### src/rtl/hazard_stall_unit_pkg.sv
// Shared pipeline definitions for the hazard/stall unit: FSM encoding and
// register-specifier constants.
package hazard_stall_unit_pkg;

  localparam int REG_W = 5;
  localparam logic [REG_W-1:0] REG_ZERO = 5'd0;

  typedef enum logic {
    RUN   = 1'b0,
    STALL = 1'b1
  } hs_state_e;

endpackage

### src/rtl/hazard_stall_unit_if.sv
// Pipeline-side bundle of the hazard/stall unit: the ID/EX/MEM hazard sources
// going in, and the front-end enables plus performance counters coming out.
interface hazard_stall_unit_if #(
  parameter int REG_W = hazard_stall_unit_pkg::REG_W,
  parameter int CNT_W = 16
);
  logic [REG_W-1:0] rs_IF_ID;
  logic [REG_W-1:0] rt_IF_ID;
  logic             UsesRt_ID;
  logic             Branch_ID;
  logic             Taken_ID;
  logic             MemRead_ID_EX;
  logic             RegWrite_ID_EX;
  logic [REG_W-1:0] rd_ID_EX;
  logic             MemRead_EX_MEM;
  logic [REG_W-1:0] rd_EX_MEM;
  logic             Freeze;
  logic             PCWrite;
  logic             IF_ID_Write;
  logic             ID_EX_Bubble;
  logic             IF_ID_Flush;
  logic [CNT_W-1:0] StallCycles;
  logic [CNT_W-1:0] FlushCount;

  // Pipeline side: presents hazard sources, consumes stall/flush controls
  modport master (
    output rs_IF_ID, rt_IF_ID, UsesRt_ID, Branch_ID, Taken_ID,
           MemRead_ID_EX, RegWrite_ID_EX, rd_ID_EX,
           MemRead_EX_MEM, rd_EX_MEM, Freeze,
    input  PCWrite, IF_ID_Write, ID_EX_Bubble, IF_ID_Flush,
           StallCycles, FlushCount
  );

  // Hazard unit side
  modport slave (
    input  rs_IF_ID, rt_IF_ID, UsesRt_ID, Branch_ID, Taken_ID,
           MemRead_ID_EX, RegWrite_ID_EX, rd_ID_EX,
           MemRead_EX_MEM, rd_EX_MEM, Freeze,
    output PCWrite, IF_ID_Write, ID_EX_Bubble, IF_ID_Flush,
           StallCycles, FlushCount
  );
endinterface

### src/rtl/hazard_stall_unit_sat_counter.sv
// Saturating up-counter: increments on inc_i, sticks at all-ones,
// asynchronously cleared by clr_n_i.
module sat_counter #(
  parameter int CNT_W = 16
) (
  input  logic             clk_i,
  input  logic             clr_n_i,
  input  logic             inc_i,
  output logic [CNT_W-1:0] cnt_o
);
  logic [CNT_W-1:0] cnt_q, cnt_d;

  // Next count: step only when requested and not already saturated
  always_comb begin
    cnt_d = cnt_q;
    if (inc_i && (cnt_q != {CNT_W{1'b1}})) cnt_d = cnt_q + 1'b1;
  end

  // Count register with async clear
  always_ff @(posedge clk_i or negedge clr_n_i) begin
    if (!clr_n_i) cnt_q <= '0;
    else          cnt_q <= cnt_d;
  end

  assign cnt_o = cnt_q;
endmodule

### src/rtl/hazard_stall_unit.sv
// Hazard/stall unit: catches dependencies the forwarding network cannot
// cover (load-use, branch-in-ID operands) and stalls the front end, and
// flushes IF/ID on taken branches/jumps. A two-state FSM carries the
// second cycle of a load-feeding-branch stall.
module hazard_stall_unit #(
  parameter int CNT_W = 16,
  parameter int REG_W = hazard_stall_unit_pkg::REG_W
) (
  input  logic Clk,
  input  logic Rst_n,
  hazard_stall_unit_if.slave bus
);
  import hazard_stall_unit_pkg::*;

  hs_state_e  state_q, state_d;
  logic [1:0] rem_q, rem_d;
  logic [1:0] need;
  logic       m_ex, mb_ex, mb_mem;
  logic       pc_we, ifid_we, bubble, flush;

  // Source-operand matches; branches always read both rs and rt
  always_comb begin
    m_ex   = (bus.rd_ID_EX != REG_W'(REG_ZERO)) &&
             ((bus.rd_ID_EX == bus.rs_IF_ID) ||
              (bus.UsesRt_ID && (bus.rd_ID_EX == bus.rt_IF_ID)));
    mb_ex  = (bus.rd_ID_EX != REG_W'(REG_ZERO)) &&
             ((bus.rd_ID_EX == bus.rs_IF_ID) || (bus.rd_ID_EX == bus.rt_IF_ID));
    mb_mem = (bus.rd_EX_MEM != REG_W'(REG_ZERO)) &&
             ((bus.rd_EX_MEM == bus.rs_IF_ID) || (bus.rd_EX_MEM == bus.rt_IF_ID));
  end

  // Stall length demanded by the ID instruction; first matching rule wins
  always_comb begin
    need = 2'd0;
    if (bus.Branch_ID && bus.MemRead_ID_EX && mb_ex)        need = 2'd2;
    else if (bus.MemRead_ID_EX && m_ex)                     need = 2'd1;
    else if (bus.Branch_ID && bus.RegWrite_ID_EX && mb_ex)  need = 2'd1;
    else if (bus.Branch_ID && bus.MemRead_EX_MEM && mb_mem) need = 2'd1;
  end

  // Next state and Mealy outputs; reset and Freeze override the decision
  always_comb begin
    state_d = state_q;
    rem_d   = rem_q;
    pc_we   = 1'b1;
    ifid_we = 1'b1;
    bubble  = 1'b0;
    flush   = 1'b0;
    if (!Rst_n) begin
      // hold the pass-through defaults while reset is asserted
    end else if (bus.Freeze) begin
      pc_we   = 1'b0;
      ifid_we = 1'b0;
    end else begin
      case (state_q)
        RUN: begin
          if (need != 2'd0) begin
            pc_we   = 1'b0;
            ifid_we = 1'b0;
            bubble  = 1'b1;
            rem_d   = need - 2'd1;
            state_d = (need - 2'd1 != 2'd0) ? STALL : RUN;
          end else begin
            flush = bus.Taken_ID;
          end
        end
        STALL: begin
          // committed continuation: inputs (incl. Taken_ID) not looked at
          pc_we   = 1'b0;
          ifid_we = 1'b0;
          bubble  = 1'b1;
          rem_d   = rem_q - 2'd1;
          if (rem_q <= 2'd1) state_d = RUN;
        end
        default: state_d = RUN;
      endcase
    end
  end

  // FSM state and remaining-stall register
  always_ff @(posedge Clk or negedge Rst_n) begin
    if (!Rst_n) begin
      state_q <= RUN;
      rem_q   <= 2'd0;
    end else begin
      state_q <= state_d;
      rem_q   <= rem_d;
    end
  end

  sat_counter #(.CNT_W(CNT_W)) u_stall_cnt (
    .clk_i  (Clk),
    .clr_n_i(Rst_n),
    .inc_i  (bubble),
    .cnt_o  (bus.StallCycles)
  );

  sat_counter #(.CNT_W(CNT_W)) u_flush_cnt (
    .clk_i  (Clk),
    .clr_n_i(Rst_n),
    .inc_i  (flush),
    .cnt_o  (bus.FlushCount)
  );

  assign bus.PCWrite      = pc_we;
  assign bus.IF_ID_Write  = ifid_we;
  assign bus.ID_EX_Bubble = bubble;
  assign bus.IF_ID_Flush  = flush;
endmodule

### src/flat_wrapper.sv
// flat-port wrapper written by rule: the top's interface ports become plain ports
module hazard_stall_unit_flat import hazard_stall_unit_pkg::*;
#(
  parameter int CNT_W = 16,
  parameter int REG_W = hazard_stall_unit_pkg::REG_W
)
  (Clk, Rst_n, bus_rs_IF_ID, bus_rt_IF_ID, bus_UsesRt_ID, bus_Branch_ID, bus_Taken_ID, bus_MemRead_ID_EX, bus_RegWrite_ID_EX, bus_rd_ID_EX, bus_MemRead_EX_MEM, bus_rd_EX_MEM, bus_Freeze, bus_PCWrite, bus_IF_ID_Write, bus_ID_EX_Bubble, bus_IF_ID_Flush, bus_StallCycles, bus_FlushCount);
  hazard_stall_unit_if #(.REG_W(REG_W), .CNT_W(CNT_W)) bus_i ();
  input  logic Clk;
  input  logic Rst_n;
  input wire logic [$bits(bus_i.rs_IF_ID)-1:0] bus_rs_IF_ID;
  input wire logic [$bits(bus_i.rt_IF_ID)-1:0] bus_rt_IF_ID;
  input wire logic [$bits(bus_i.UsesRt_ID)-1:0] bus_UsesRt_ID;
  input wire logic [$bits(bus_i.Branch_ID)-1:0] bus_Branch_ID;
  input wire logic [$bits(bus_i.Taken_ID)-1:0] bus_Taken_ID;
  input wire logic [$bits(bus_i.MemRead_ID_EX)-1:0] bus_MemRead_ID_EX;
  input wire logic [$bits(bus_i.RegWrite_ID_EX)-1:0] bus_RegWrite_ID_EX;
  input wire logic [$bits(bus_i.rd_ID_EX)-1:0] bus_rd_ID_EX;
  input wire logic [$bits(bus_i.MemRead_EX_MEM)-1:0] bus_MemRead_EX_MEM;
  input wire logic [$bits(bus_i.rd_EX_MEM)-1:0] bus_rd_EX_MEM;
  input wire logic [$bits(bus_i.Freeze)-1:0] bus_Freeze;
  output wire logic [$bits(bus_i.PCWrite)-1:0] bus_PCWrite;
  output wire logic [$bits(bus_i.IF_ID_Write)-1:0] bus_IF_ID_Write;
  output wire logic [$bits(bus_i.ID_EX_Bubble)-1:0] bus_ID_EX_Bubble;
  output wire logic [$bits(bus_i.IF_ID_Flush)-1:0] bus_IF_ID_Flush;
  output wire logic [$bits(bus_i.StallCycles)-1:0] bus_StallCycles;
  output wire logic [$bits(bus_i.FlushCount)-1:0] bus_FlushCount;
  assign bus_i.rs_IF_ID = bus_rs_IF_ID;
  assign bus_i.rt_IF_ID = bus_rt_IF_ID;
  assign bus_i.UsesRt_ID = bus_UsesRt_ID;
  assign bus_i.Branch_ID = bus_Branch_ID;
  assign bus_i.Taken_ID = bus_Taken_ID;
  assign bus_i.MemRead_ID_EX = bus_MemRead_ID_EX;
  assign bus_i.RegWrite_ID_EX = bus_RegWrite_ID_EX;
  assign bus_i.rd_ID_EX = bus_rd_ID_EX;
  assign bus_i.MemRead_EX_MEM = bus_MemRead_EX_MEM;
  assign bus_i.rd_EX_MEM = bus_rd_EX_MEM;
  assign bus_i.Freeze = bus_Freeze;
  assign bus_PCWrite = bus_i.PCWrite;
  assign bus_IF_ID_Write = bus_i.IF_ID_Write;
  assign bus_ID_EX_Bubble = bus_i.ID_EX_Bubble;
  assign bus_IF_ID_Flush = bus_i.IF_ID_Flush;
  assign bus_StallCycles = bus_i.StallCycles;
  assign bus_FlushCount = bus_i.FlushCount;
  hazard_stall_unit #(.CNT_W(CNT_W), .REG_W(REG_W)) u_core (.Clk(Clk), .Rst_n(Rst_n), .bus(bus_i));
endmodule
### config.mk
export PLATFORM = sky130hd
export DESIGN_NAME = hazard_stall_unit_flat
export DESIGN_NICKNAME = d
export VERILOG_FILES = /design/src/rtl/hazard_stall_unit_pkg.sv /design/src/rtl/hazard_stall_unit_if.sv /design/src/rtl/hazard_stall_unit_sat_counter.sv /design/src/rtl/hazard_stall_unit.sv /design/src/flat_wrapper.sv
export SDC_FILE = /design/constraint.sdc
export NUM_CORES = 1
export LEC_CHECK = 0
export BUFFER_PORTS_ARGS = -buffer_cell sky130_fd_sc_hd__buf_4
export CELL_PAD_IN_SITES_DETAIL_PLACEMENT = 0
export CELL_PAD_IN_SITES_GLOBAL_PLACEMENT = 2
export CORE_AREA = 2 2 97 71
export DETAILED_ROUTE_END_ITERATION = 10
export DIE_AREA = 0 0 99 73
export GPL_TIMING_DRIVEN = 0
export PLACE_DENSITY = 0.88
export REMOVE_ABC_BUFFERS = 1
export SLEW_MARGIN = 10
export SYNTH_ARGS = -nofsm -noshare
export SYNTH_HDL_FRONTEND = slang
export SYNTH_SLANG_ARGS = --single-unit
### constraint.sdc
create_clock -name Clk -period 5.9 [get_ports Clk]
set_input_delay 0.295 -clock Clk [delete_from_list [all_inputs] [get_ports Clk]]
set_output_delay 0.295 -clock Clk [all_outputs]
set_load 0.02 [all_outputs]
---- After elaboration in Yosys (flattened, before gate mapping) ----
Cells that the tools add are included.
operators by class
  add/subtract/negate cells ............... 4
  multipliers ............................. 0
  divide/modulo/power cells ............... 0
  order comparisons ....................... 1
  equality and inequality tests ........... 7
  shift-type cells ........................ 0
  mux-type cells .......................... 22
  bitwise logic cells ..................... 2
  reduce and logical (&&, ||, !) cells .... 22
operators with widths
  cell                                                 count
  adder 16 x 1 -> 16 bit, second input constant        2
  != test 16 bit, second input constant                2
  equality test 5 bit                                  4
  2-to-1 mux 1 bit                                     14
  logical AND 1 bit                                    13
  nonzero test 5 bit                                   2
  2-to-1 mux 2 bit                                     4
  one-hot mux 1 bit (2 select lines)                   3
  one-hot mux 2 bit (2 select lines)                   1
  nonzero test 2 bit                                   2
  subtractor 2 x 1 -> 2 bit, second input constant     2
  logical OR 1 bit                                     3
  AND reduction 3 bit                                  1
  <= comparator 2 x 1 -> 1 bit, second input constant  1
  != test 2 x 1 -> 1 bit, second input constant        1
  inverter 1 bit                                       2
  AND reduction 2 bit                                  1
word-level totals
  register bits after elaboration ......... 35
  bits in latches ......................... 0
  RAM bits ................................ 0
  ROM bits ................................ 0
  input port bits ......................... 29
  word-level logic and storage cells ...... 62
  memories ................................ 0

---- Longest topological paths before layout ----
  word-level depth ........................ 14
  depth in mapped cells ................... 9
  depth with buffers taken out ............ 7

---- Hierarchy ----
A second synthesis with hierarchy kept.
second synthesis, totals
  cells, all modules ...................... 207
  area total of the unflattened synthesis .. 2,208.4 µm²
by module, submodules not included
  module             times used  cells an instance  area each (µm²)  seq. area each (µm²)
  sat_counter        2           72                 859.6            400.4
  hazard_stall_unit  1           63                 489.2            75.1

---- Worst setup path before layout ----
Ideal clock, no wire load.
  path kind ............................... in2out
  from .................................... in bus_rd_ID_EX[1]
  to ...................................... out bus_PCWrite
  data arrival time ....................... 2,343 ps
  required time ........................... 5,605 ps
  setup slack ............................. 3,262 ps
  cell stages on the path ................. 7
  buffers on the path ..................... 1
  cell sequence ........................... or4_1 -> nor2_2 -> nor4_1 -> a211o_4 -> or3_1 -> o21ai_1 -> buf_4
on the way
  longest elaborated chain between the ends .. 12
RTL lines
  element                                                       RTL line                                                                   RTL
  start, declared                                               flat_wrapper.sv:18                                                         input wire logic [$bits(bus_i.rd_ID_EX)-1:0] bus_rd_ID_EX;
  equality test 5 bit, on equally long branches                 hazard_stall_unit.sv:24, hazard_stall_unit.sv:27, hazard_stall_unit.sv:25
  logical OR 1 bit / logical AND 1 bit (equally long branches)  hazard_stall_unit.sv:27, hazard_stall_unit.sv:25
  logical AND 1 bit / logical OR 1 bit (equally long branches)  hazard_stall_unit.sv:26, hazard_stall_unit.sv:24
  logical AND 1 bit, on equally long branches                   hazard_stall_unit.sv:37, hazard_stall_unit.sv:23
  2-to-1 mux 2 bit / logical AND 1 bit (equally long branches)  hazard_stall_unit.sv:37, hazard_stall_unit.sv:36
  2-to-1 mux 2 bit                                              hazard_stall_unit.sv:36                                                    else if (bus.MemRead_ID_EX && m_ex) need = 2'd1;
  2-to-1 mux 2 bit (*)                                          hazard_stall_unit.sv:35                                                    if (bus.Branch_ID && bus.MemRead_ID_EX && mb_ex) need = 2'd2;
  nonzero test 2 bit (*)                                        hazard_stall_unit.sv:57                                                    if (need != 2'd0) begin
  2-to-1 mux 1 bit (*)                                          n/a
  one-hot mux 1 bit (2 select lines) (*)                        n/a
  2-to-1 mux 1 bit (*) (2 in a row)                             n/a
  end, declared                                                 flat_wrapper.sv:22                                                         output wire logic [$bits(bus_i.PCWrite)-1:0] bus_PCWrite;
Mark *: on every way between the ends. The rest lies on a longest branch, timed or not.

---- Worst setup path in the final report ----
  from .................................... in Rst_n
  to ...................................... reg u_core.u_flush_cnt.cnt_q[1], in the netlist u_core.u_flush_cnt.cnt_o[1]
on the way
  longest elaborated chain between the ends .. 2
RTL lines
  element               RTL line                             RTL
  start, declared       flat_wrapper.sv:10                   input logic Rst_n;
  2-to-1 mux 1 bit      hazard_stall_unit.sv:49              if (!Rst_n) begin
  logical AND 1 bit     hazard_stall_unit_sat_counter.sv:16  if (inc_i && (cnt_q != {CNT_W{1'b1}})) cnt_d = cnt_q + 1'b1;
  end signal, assigned  hazard_stall_unit_sat_counter.sv:22  else cnt_q <= cnt_d;
  end, declared         hazard_stall_unit_sat_counter.sv:11  logic [CNT_W-1:0] cnt_q, cnt_d;
Every way passes these cells.
A chain may end at the register's enable or synchronous reset.

==> flow_metrics.tcl <==
set metrics [dict create \
    end_kind "register" \
    rsz0062_at_grt "no" \
    post_cts_buffers 0 \
    boundaryPins 65 \
    num-nets-final 300 \
    status "complete, no violations" \
    cts_tree "yes" \
    leakagePower_uw 0.00127 \
    place.gp.congestion 0.790 \
    layout-drive-gt1-share 0.286 \
    grt_first_pass_wirelength_um 8120 \
    drv_slew 0 \
    start_util 0.313 \
    multi_input_area_sq_um 1100 \
    p_int_uw 459 \
    globalRouteOverflowTotal 0 \
    layout_common_cells "buf_4 (64), xnor2_1 (35), dfrtp_1 (35)" \
    final_common_cell "buf_4" \
    instances_no_fill 350 \
    cap_violations 0 \
    grt_use_total 0.142 \
    htreeDepth 2 \
    place_hpwl_um 3640 \
    netSwitchingPower_uw 217 \
    drtIter0Drc 68 \
    grt_max_degree 39 \
    p_sw_frac 0.321 \
    worst_pin_slew_ns 0.700 \
    clock.fmax_mhz 330 \
    clkSlewWorstSetupHoldPaths_ns 0.07 \
    hold_viol 0 \
    yosysTopAreaCellShare 0.436 \
    ir_worst_vdd_uv 86.7 \
    synthTopCellsByArea "dfrtp_1 (44%), xnor2_1 (15%), xor2_1 (6.1%), nand3_1 (4.7%), nand4_1 (3.4%)" \
    synth_top_area_cell "dfrtp_1" \
    antenna_found_initial 0 \
    antenna_left 0 \
    routed_wl_um 4800 \
    place_inst 341 \
    post-route-period-util 0.514 \
    seq_area_frac_synth 0.436 \
    synthesis.area_per_instance_sq_um 10.0 \
    p_clk_frac 0.284 \
    coreArea_sq_um 6410 \
    hold_path_class "primary input to register" \
    drc_errors 0 \
    register_area_sq_um 876 \
    synth-seq-cells 35 \
    wl_per_cell_um 13.7 \
    clock-sinks 35 \
    skew_ns 0.00399 \
    setup_viol 0 \
    first_pass_iters 4 \
    num_vias 1690 \
    powerDensity_nw_per_um2 253 \
    crit_path_frequent_cell "nand2_1" \
    die_y_um 73 \
    synth_cells 200 \
    cts-buffers-inserted 5 \
    max_slew_margin 0.531 \
    critPathKind "primary input to register" \
    cp_max_fo 38 \
    cts_buffer_depth 2 \
    first_global_vias 1707 \
    p_seq_frac 0.456 \
    comb_power_share 0.260 \
    core.rowCount 25 \
    cp-start-kind "primary input" \
    critPathArrivalTime_ns 3.20 \
    slowest_stage "nor2b_1" \
    critPathMaxStageDelay_ns 0.62 \
    diodes 0 \
    die_w_um 99 \
    insertion_delay_ns 0.28 \
    yosysWarnings 0 \
    period_minus_slack_ns 3.03 \
    fillCellCount 639 \
    root_buffer "clkbuf_8" \
    dieArea_sq_um 7230 \
    viasPerCell 4.83 \
    synth_area_sq_um 2010 \
    syn_to_final_growth_pct 33.2 \
    tns_ns 0 \
    crit_required_ns 6.07 \
    crit_chain "dlygate4sd3_1 -> buf_4 -> nor2b_1 -> nand2_1 -> nor2_1 -> nand2_1 -> nor3_2 -> mux2_2" \
    port_buffers 64 \
    ys_types 33 \
]
metal layers:
layer	vias to the layer above	part of all wire	track usage
li1	853	-	-
met1	791	0.50	0.199
met2	40	0.44	0.218
met3	6	0.051	0.0383
met4	0	0.0077	0.0365
met5	-	0	0
final timing paths:
| kind | from | end | slack, ns | depth (start not counted) |
|---|---|---|---|---|
| min in group asynchronous | Rst_n | u_core.u_stall_cnt.cnt_o[9]$_DFFE_PN0P_ | 0.50 | 2 |
| min | bus_Freeze | u_core.rem_q[1]$_DFFE_PN0P_ | 0.46 | 4 |
| max | Rst_n | u_core.u_flush_cnt.cnt_o[1]$_DFFE_PN0P_ | 2.87 | 8 |
| max reg2reg | u_core.u_stall_cnt.cnt_o[3]$_DFFE_PN0P_ | u_core.u_stall_cnt.cnt_o[1]$_DFFE_PN0P_ | 3.63 | 6 |
| min reg2reg | u_core.u_flush_cnt.cnt_o[10]$_DFFE_PN0P_ | u_core.u_flush_cnt.cnt_o[10]$_DFFE_PN0P_ | 0.50 | 1 |
| max in group asynchronous | Rst_n | u_core.state_q$_DFFE_PN0P_ | 5.06 | 2 |
state kept, by name, indices dropped and copies added (netlist names):
signal	cells
u_core.state_q	1
u_core.u_stall_cnt.cnt_o	16
u_core.rem_q	2
u_core.u_flush_cnt.cnt_o	16
final cells by class:
class / instances / share of cell area
clock buffer: 8 / 0.0375
inverter: 2 / 0.00281
multi-input combinational: 159 / 0.411
sequential: 35 / 0.328
tap: 81 / 0.0379
timing repair buffer: 65 / 0.184
cells in the mapped netlist (all sizes together):
cell,number
dfrtp,35
xnor2,35
nand3,19
nand2,15
xor2,14
nand4,11
nor2,10
and3,8
nor3,8
nor4,8
o21ai,7
and4,3
buf,3
ha,3
mux2,3
or3,3
a21oi,2
inv,2
or4,2
a211o,1
a22o,1
a22oi,1
clkbuf,1
nand2b,1
nor2b,1
o21a,1
o22ai,1
o311a,1
worst max-delay path: cells and delay by family:
kind	cells	cell delay, ns
muxes	1	0.41
buffers and inverters	2	0.94
and+or+nand+nor	5	1.56
metrics by stage:
| step | power, uW | setup slack (ns) | utilization | hold WS [ns] | instance area (sq um) |
|---|---|---|---|---|---|
| after floorplan | 402 | 3.26 | - | -0.000591 | 1980 |
| after global placement | 487 | 3.08 | 0.400 | 0.291 | 2560 |
| after detailed placement | 492 | 3.04 | 0.400 | 0.295 | 2560 |
| after CTS | 687 | 2.81 | 0.417 | 0.446 | 2670 |
| after global routing | 722 | 2.52 | 0.417 | 0.486 | 2670 |
| final | 676 | 2.87 | 0.417 | 0.455 | 2670 |
repair_timing:
action                                 in CTS  in global routing
endpoints found under the hold margin      35                  0
hold buffers                                1                  0
resized for setup                           0                  0
cells by family (layout without fill, tap and decap cells):
kind of cell,count (synthesis),count (layout),share of synthesized area
xor gates and xnor gates,49,49,0.214
muxes,3,3,0.0168
AOI/OAI and AO/OA,15,15,0.0511
buffers and inverters,6,75,0.0168
and+or+nand+nor,89,89,0.246
DFF,35,35,0.436
adders and majority gates,3,3,0.0187
power groups by stage:
stage	registers, uW	logic, uW	clock network [uW]
2_1_floorplan	331	70.8	0
3_3_place_gp	311	175	0
3_5_place_dp	313	179	0
4_1_cts	308	179	200
5_1_grt	316	196	211
6_report	308	176	192
Note: power is estimated with default switching activity, not from simulation.
